==> config.mk <==
export PLATFORM = sky130hd
export DESIGN_NAME = pipeline_drain
export DESIGN_NICKNAME = d
export VERILOG_FILES = /design/src/rtl/pipeline_drain.sv
export SDC_FILE = /design/constraint.sdc
export NUM_CORES = 1
export LEC_CHECK = 0
export CAP_MARGIN = 10
export CORE_ASPECT_RATIO = 1.25
export CORE_MARGIN = 3
export CORE_UTILIZATION = 40
export DETAILED_ROUTE_END_ITERATION = 8
export HOLD_SLACK_MARGIN = 0.05
export RECOVER_POWER = 25
export SLEW_MARGIN = 20
export SYNTH_ARGS = -nofsm -noshare
export SYNTH_HDL_FRONTEND = slang
export SYNTH_SLANG_ARGS = --single-unit
==> constraint.sdc <==
create_clock -name clk -period 7.75 [get_ports clk]
set_clock_uncertainty 0.15 [all_clocks]
set_input_delay 1.55 -clock clk [delete_from_list [all_inputs] [get_ports clk]]
set_output_delay 1.55 -clock clk [all_outputs]
set_load 0.01 [all_outputs]
==> src/rtl/pipeline_drain.sv <==
// rtl/pipeline_drain.sv - credit-limited result drain for a fixed-latency CE-high pipeline
//
// Ports:
//   clk        rising-edge clock
//   rst_n      asynchronous active-low reset
//   src_valid  upstream operand set ready to issue
//   src_take   issue strobe; pipeline input stage captures the operand set at this edge
//   pipe_dout  last-stage pipeline output (WIDTH bits)
//   m_valid    FIFO head holds a result
//   m_ready    downstream accepts the head
//   m_data     FIFO head result (WIDTH bits)
//   level      number of results stored in the FIFO
module pipeline_drain #(
  parameter int WIDTH   = 48,
  parameter int LATENCY = 4,
  parameter int DEPTH   = 8
) (
  input  logic                     clk,
  input  logic                     rst_n,
  input  logic                     src_valid,
  output logic                     src_take,
  input  logic [WIDTH-1:0]         pipe_dout,
  output logic                     m_valid,
  input  logic                     m_ready,
  output logic [WIDTH-1:0]         m_data,
  output logic [$clog2(DEPTH):0]   level
);

  localparam int AW = $clog2(DEPTH);
  localparam int CW = AW + 1;

  logic [LATENCY-1:0] tag;
  logic [CW-1:0]      count;
  logic [CW-1:0]      inflight;
  logic [AW-1:0]      wr_ptr;
  logic [AW-1:0]      rd_ptr;
  logic [WIDTH-1:0]   mem [DEPTH];

  logic               push;
  logic               pop;
  logic [CW:0]        credit_used;

  // Inflight can never exceed DEPTH (credit-limited), so it shares the count width.
  // Credit uses only registered state: a pop frees credit from the next cycle.
  assign credit_used = {1'b0, count} + {1'b0, inflight};
  assign src_take    = src_valid && (credit_used < (CW+1)'(DEPTH));

  assign push    = tag[LATENCY-1];
  assign m_valid = (count != '0);
  assign pop     = m_valid && m_ready;
  assign m_data  = mem[rd_ptr];
  assign level   = count;

  // Tag shift register mirrors the data pipeline; inflight is its population count.
  always_ff @(posedge clk or negedge rst_n) begin
    if (!rst_n) begin
      tag      <= '0;
      inflight <= '0;
    end else begin
      tag[0] <= src_take;
      for (int k = 1; k < LATENCY; k++) begin
        tag[k] <= tag[k-1];
      end
      case ({src_take, push})
        2'b10:   inflight <= inflight + CW'(1);
        2'b01:   inflight <= inflight - CW'(1);
        default: inflight <= inflight;
      endcase
    end
  end

  // Result FIFO; pointers wrap naturally since DEPTH is a power of two.
  always_ff @(posedge clk or negedge rst_n) begin
    if (!rst_n) begin
      wr_ptr <= '0;
      rd_ptr <= '0;
      count  <= '0;
      for (int i = 0; i < DEPTH; i++) begin
        mem[i] <= '0;
      end
    end else begin
      if (push) begin
        mem[wr_ptr] <= pipe_dout;
        wr_ptr      <= wr_ptr + AW'(1);
      end
      if (pop) begin
        rd_ptr <= rd_ptr + AW'(1);
      end
      case ({push, pop})
        2'b10:   count <= count + CW'(1);
        2'b01:   count <= count - CW'(1);
        default: count <= count;
      endcase
    end
  end

  // A capture into a full FIFO would mean the credit accounting is broken.
  a_no_overflow: assert property (@(posedge clk) disable iff (!rst_n)
    !(push && (count == CW'(DEPTH))));

endmodule

Yosys cells after proc, flatten, opt, wreduce, memory -nomap -nowiden
Cells that the tools add are included.
{"block": "word_totals", "ff_bits": 402, "output_inout_bits": 54, "elab_cells": 44}
{"block": "classes", "n_addsub": 7, "magnitude_cmp": 4, "n_eq_ne": 4, "muxes": 8, "n_bitwise": 2, "reduce_logical": 6}
{"operator": "bitwise mux 384 bit", "n": 1}
{"operator": "binary-select mux 48 bit (select 3 bit)", "n": 1}
{"operator": "demux 48 bit (select 3 bit)", "n": 1}
{"operator": "two-way mux 48 bit", "n": 3}
{"operator": "case mux 4 bit (2 select lines)", "n": 2}
{"operator": "adder 4 x 1 -> 4 bit, second input constant", "n": 2}
{"operator": ">= comparator 4 bit, second input constant", "n": 2}
{"operator": "inverter 3 -> 4 bit", "n": 2}
{"operator": "subtractor 4 x 1 -> 4 bit, second input constant", "n": 2}
{"operator": "adder 3 x 1 -> 3 bit, second input constant", "n": 2}
{"operator": "adder 4 x 4 -> 5 bit", "n": 1}
{"operator": "< comparator 5 x 4 -> 1 bit, second input constant", "n": 1}
{"operator": "== test 2 x 1 -> 1 bit, second input constant", "n": 2}
{"operator": "== test 2 bit, second input constant", "n": 2}
{"operator": "< comparator 4 x 1 -> 1 bit, second input constant", "n": 1}
{"operator": "nonzero test 2 bit", "n": 2}
{"operator": "nonzero test 4 bit", "n": 1}
{"operator": "logical AND 1 bit", "n": 3}

Depth between registers and ports, before layout
Gate-level depths: netlist of the first run.
{"block": "logic_depth", "ltp_word": 6, "ltp_mapped": 9}

Least setup slack after synthesis of the first run
OpenSTA, ideal clock, no wires.
{"block": "synth_path", "path_type": "input port to output port", "startpoint": "input src_valid", "endpoint": "output src_take", "arrival_ps": 2021, "required_time_ps": 6050, "slack_ps": 4029, "cell_stages": 2, "n_path_buf": 0, "cell_sequence": "nor4b_1 > and2_1"}
{"block": "synth_between", "elab_chain_cells": 1}
{"item": "from (decl)", "line_no": "20", "text": "input logic src_valid,"}
{"item": "logical AND 1 bit", "line_no": "46", "text": "assign src_take = src_valid && (credit_used < (CW+1)'(DEPTH));"}
{"item": "to (decl)", "line_no": "21", "text": "output logic src_take,"}
No other way between the ends.

Final worst setup path of the first run
{"block": "layout_path", "startpoint": "register rd_ptr[1]", "endpoint": "output m_data[2]"}
{"block": "layout_between", "elab_chain_cells": 4}
{"item": "from (decl)", "line_no": "36", "text": "logic [AW-1:0] rd_ptr;"}
{"item": "from (signal assigned)", "line_no": "87", "text": "rd_ptr <= rd_ptr + AW'(1);"}
{"item": "inverter 3 -> 4 bit (not written as such)", "line_no": "51", "text": "assign m_data = mem[rd_ptr];"}
{"item": "binary-select mux 48 bit (select 3 bit)", "line_no": "51"}
{"item": "two-way mux 48 bit (not written as such) (2 in series)", "line_no": "51"}
{"item": "to (decl)", "line_no": "25", "text": "output logic [WIDTH-1:0] m_data,"}
No other way between the ends. The select of a mux whose other input is x is not followed.

==> flow_summary.ini, run 1 <==
[die]
ios = 106
initial_core_util_pct = 41.0
die_y_um = 245
core_area_um2 = 44500
dieArea_um2 = 48200
die_x_um = 197
placementRows = 86

[clocking]
htree_levels = 2
holdBufCountCts = 0
numCtsBuffers = 44
cts_setup_buffers = 0
cts_root_buffer = clkbuf_16
ctsResizeCount = 0
clockBufferDepth = 3
cts_sinks = 402
path_clk_slew_ns = 0.06
cts_tree = built
clkLatencyLatePin_ns = 0.55

[route]
drt-met1-wl_um = 18000
postRouteAntennaNets = 0
vias = 9801
dr_wl_met3_um = 1290
highest_layer = met5
firstDrtPassIters = 4
drtIter0Drc = 391
drt-wirelength-per-cell_um = 22.4
routed_via_density = 5.48
drc = 0
wl_um = 40000
wl_met2_um = 19900

[logic_synthesis]
synth_cells = 1085
synth_edf_count = 0
netlist_top_cells_area = dfrtp_1 55%, mux2_2 26%, mux4_2 12%
synth-main-ff-cell = dfrtp_1
ys_ff_latch = 402
syn_nets = 1150
ys_warn_count = 0
synthMostInstantiatedCell = mux2_2
ys_seq_area_share_pct = 55.1
synthTopCellsByCount = 418 x mux2_2, 402 x dfrtp_1, 96 x mux4_2, 46 x buf_2, 15 x mux2_4
synth_top_area_share_pct = 55.1
syn_area_um2 = 18200
syn_area_per_cell_um2 = 16.8
synth_top_cell_by_area = dfrtp_1
synth_cell_types = 34
synth-async-reset-ratio_pct = 100

[placed_design]
dpl_cell_area_um2 = 19800
port_buffers = 105
dp_hpwl_um = 21700
gp_congestion = 0.681

[critical_path]
critPathKind = flop to output port
critPathMaxStageDelay_ns = 1.05
worstPathRequired_ns = 6.05
crit_fanout = 55
cp_slowest_cell = dfrtp_4
path_delay_family = buffers and inverters
cp-end-kind = output port
cp_num_buf_inv = 2
worst_ep_arrival_time_ns = 3.56
startpoint_type = flop
path_cells = buf_4, mux4_2, mux2_2, clkdlybuf4s50_1

[sta]
period_minus_slack_ns = 5.26
final_max_slew_viol_count = 88
relSlewSlack_pct = -123
setup_viol = 0
finalHoldViolCount = 0
timing.fmax_mhz = 190
worst_pin_slew_ns = 3.34
rsz0062_at_grt = no
fin_setup_tns_ns = 0
finalCritPeriodShare_pct = 67.9

[finish]
finish.instance_area_um2 = 21200
area_growth_pct = 16.2
drive_gt1_share_pct = 51.0
nets = 1247
final_core_util_pct = 47.6

[global_routing]
globalRouteTotalUtil_pct = 17.0
grt_pass1_vias = 10700
grt_pass1_wl_um = 63900
grt_antenna_before_repair = 3
gr-total-overflow = 0
grt_max_degree = 185

[run]
max_cap_viol_count = 2

[status]
failed_checks = max-capacitance violations, max-slew violations
status = finished, violations left

[power]
irDropWorstVdd_mv = 0.253
p_leak_nw = 8.82
powerDensity_nw_per_um2 = 462

[worst_hold_path]
hold_class = flop to flop
-- final cells by class --
class | count | area, um^2
fill | 3897 | 23400
sequential | 402 | 10100
multi-input combinational | 601 | 7740
clock buffer | 70 | 1320
timing repair buffer | 123 | 1220
tap | 572 | 716
clock inverter | 8 | 75.1
inverter | 10 | 37.5
antenna | 2 | 5.00
-- cells by family after synthesis --
group           share of synthesized area [%]
mux                                      39.1
compound gates                          0.521
simple gates                             1.30
flops                                    55.1
buf+inv                                  2.56
fa+ha+maj                               0.974
xor+xnor                                0.384
-- placed cells by master, fill, tap and decap left out, drive strengths merged, types with 3 or more instances in the layout --
cell / synthesis / layout
a21oi: 4 / 4
nand3: 5 / 5
nand2: 7 / 7
dfrtp: 402 / 402
xnor2: 5 / 5
mux2: 436 / 436
xor2: 3 / 3
dlygate4sd3: 0 / 26
clkbuf: 13 / 72
mux4: 96 / 96
inv: 10 / 12
clkdlybuf4s50: 0 / 78
nor3b: 8 / 8
o21ai: 4 / 4
nand4b: 3 / 3
clkinv: 0 / 4
buf: 59 / 17
ha: 11 / 11
-- state kept, by name (all words and copies together) (netlist names) --
signal,count
wr_ptr,3
tag,4
level,4
inflight,4
rd_ptr,3
mem,384
-- path summary, 6_finish.rpt --
| kind | slack [ns] | startpoint | end | cells past startpoint |
|---|---|---|---|---|
| setup / recovery | 2.49 | rd_ptr[1] | m_data[2] | 4 |
| hold / removal | 0.20 | tag[2] | tag[3] | 0 |
| setup reg to reg | 4.43 | tag[3] | mem[195] | 3 |
| hold reg to reg | 0.20 | tag[2] | tag[3] | 0 |
| max in group asynchronous | 3.41 | rst_n | mem[160] | 3 |
| min in group asynchronous | 1.95 | rst_n | mem[230] | 1 |
-- worst register-to-register path: stages (launching register included) --
cell      delay [ns]
dfrtp_1         0.61
nand4b_1        0.25
clkbuf_1        1.71
mux2_2          0.48
-- stage by stage --
stage,worst slack [ns],power [mW],std cells,hold WS [ns]
floorplan,4.03,6.47,1085,0.181
global placement,3.01,7.75,1707,0.184
detailed placement,3.01,7.87,1707,0.185
CTS,2.39,9.97,1785,0.197
global route,2.35,10.4,1787,0.211
finish,2.49,9.79,1788,0.196
-- power by group --
group	internal (mW)	switching, mW
combinational	2.59	1.35
clock	1.20	0.839
sequential	3.13	0.685
-- routing by layer --
| metal | GRT usage, % | up-vias |
|---|---|---|
| met1 | 22.7 | 5332 |
| met3 | 2.88 | 58 |
| met4 | 4.72 | 2 |
| li1 | - | 4277 |
| met2 | 28.8 | 132 |
| met5 | 0 | - |
No activity file was read; power rests on OpenSTA's default activity.
==> run 2: changes to the inputs <==
==> constraint.sdc (replaced) <==
create_clock -name clk -period 4.81 [get_ports clk]
set_clock_uncertainty 0.15 [all_clocks]
set_input_delay 0.962 -clock clk [delete_from_list [all_inputs] [get_ports clk]]
set_output_delay 0.962 -clock clk [all_outputs]
set_load 0.01 [all_outputs]
==> run 2 against run 1 <==
Net effect:
- the flow still finishes with violations (max-capacitance violations, max-slew violations)
- clock power rose by 64%
- final cell count rose by 0.45%
- count of clock-buffer cells in the layout fell by 2
- largest cell class unchanged
==> flow_summary.ini, run 2 (synthesized netlist as in run 1, its figures left out) <==
[sta]
relSlewSlack_pct = -16.8
period_minus_slack_ns = 4.19
timing.fmax_mhz = 239
final_max_slew_viol_count = 72
setup_viol = 0
hold_slack_ns = 0.199
finalHoldViolCount = 0
rsz0062_at_grt = no
finalCritPeriodShare_pct = 87.1
worst_pin_slew_ns = 1.75
fin_setup_tns_ns = 0

[critical_path]
crit_fanout = 30
critPathLaunch = rd_ptr[0]
crit_end = m_data[45]
r2r-end = level[3]
r2r_slack_ns = 1.60
critPathKind = flop to output port
worst_ep_arrival_time_ns = 3.08
reg2reg_from = level[0]
startpoint_type = flop
cp-end-kind = output port
reg2reg_depth = 8
worstPathRequired_ns = 3.70

[finish]
drive_gt1_share_pct = 51.3
largest_register_ffs = 384
final_cell_mix = 418 x mux2_2, 399 x dfrtp_1, 104 x clkdlybuf4s50_1
largest-register = mem
nets = 1257
final_common_cell = mux2_2
area_growth_pct = 17.0

[global_routing]
globalRouteTotalUtil_pct = 16.7
grt_pass1_wl_um = 63100
grt_antenna_before_repair = 3
grt_max_degree = 125
gr-total-overflow = 0
grt_pass1_vias = 10700

[clocking]
clkLatencyLatePin_ns = 0.55
holdBufCountCts = 0
clockBufferDepth = 3
ctsResizeCount = 0
numCtsBuffers = 43
cts_root_buffer = clkbuf_16
cts_setup_buffers = 0
htree_levels = 2
path_clk_slew_ns = 0.06
cts_sinks = 402
cts_tree = built

[route]
wl_um = 39600
highest_layer = met5
drc = 0
drt-wirelength-per-cell_um = 22.0
drtIter0Drc = 393
drt-met1-wl_um = 18100
vias = 9783
postRouteAntennaNets = 0
firstDrtPassIters = 4
dr_wl_met3_um = 1320
routed_via_density = 5.45
wl_met2_um = 19600

[die]
placementRows = 86
initial_core_util_pct = 41.0
die_y_um = 245
ios = 106
dieArea_um2 = 48200
die_x_um = 197
core_area_um2 = 44500

[power]
p_leak_nw = 8.90
finalPower_mw = 15.9
powerDensity_nw_per_um2 = 747
irDropWorstVdd_mv = 0.299

[worst_hold_path]
hold_class = flop to flop

[run]
max_cap_viol_count = 1

[status]
status = finished, violations left
failed_checks = max-capacitance violations, max-slew violations

[placed_design]
gp_congestion = 0.716
dp_hpwl_um = 22900
port_buffers = 105
[run 2: cell types whose count changed in the layout (fill, tap and decap cells not counted), moves of 2 or more]
cell,before,now
buf_12,2,7
buf_4,13,17
bufinv_16,1,3
clkdlybuf4s50_1,78,104
dlygate4sd3_1,26,0
[run 2: worst min path at each step]
| stage | from | endpoint | slack (ns) | depth (start not counted) |
|---|---|---|---|---|
| 2_1_floorplan | tag[0] | tag[1] | 0.18 | 0 |
| 3_3_place_gp | tag[0] | tag[1] | 0.18 | 0 |
| 3_5_place_dp | tag[0] | tag[1] | 0.19 | 0 |
| 4_1_cts | tag[0] | tag[1] | 0.20 | 0 |
| 5_1_grt | tag[2] | tag[3] | 0.20 | 0 |
| 6_report | tag[0] | tag[1] | 0.20 | 0 |
[run 2: cell type report]
| cell class | instances | area (um^2) |
|---|---|---|
| Timing Repair Buffer | 134 | 1340 |
| Clock inverter | 8 | 130 |
| Fill cell | 3879 | 23200 |
| Tap cell | 572 | 716 |
| Sequential cell | 402 | 10100 |
| Multi-Input combinational cell | 601 | 7740 |
| Antenna cell | 1 | 2.50 |
| Inverter | 10 | 37.5 |
| Clock buffer | 68 | 1300 |
[run 2: through the flow]
stage	cell area [um^2]	worst slack [ns]	util (%)	instances
floorplan	18200	1.74	-	1085
global placement	19900	1.14	44.8	1719
detailed placement	19900	1.11	44.8	1719
CTS	21400	0.523	48.0	1795
global route	21300	0.437	47.9	1795
finish	21300	0.618	47.9	1796
[run 2: layer usage]
layer  vias to the layer above  GRT usage [%]
li1                       4292              -
met1                      5314           22.4
met2                       122           28.7
met3                        51           2.95
met4                         4           3.65
met5                         -              0
[run 2: critical path, stage by stage, from the launching register on]
cell,delay [ns]
dfrtp_4,0.90
buf_12,0.30
mux4_2,0.51
mux2_2,0.31
clkdlybuf4s50_1,0.50
[run 2: where the power goes]
part	internal [mW]	switching, mW
Clock	2.01	1.33
Sequential	5.05	1.14
Combinational	4.24	2.17
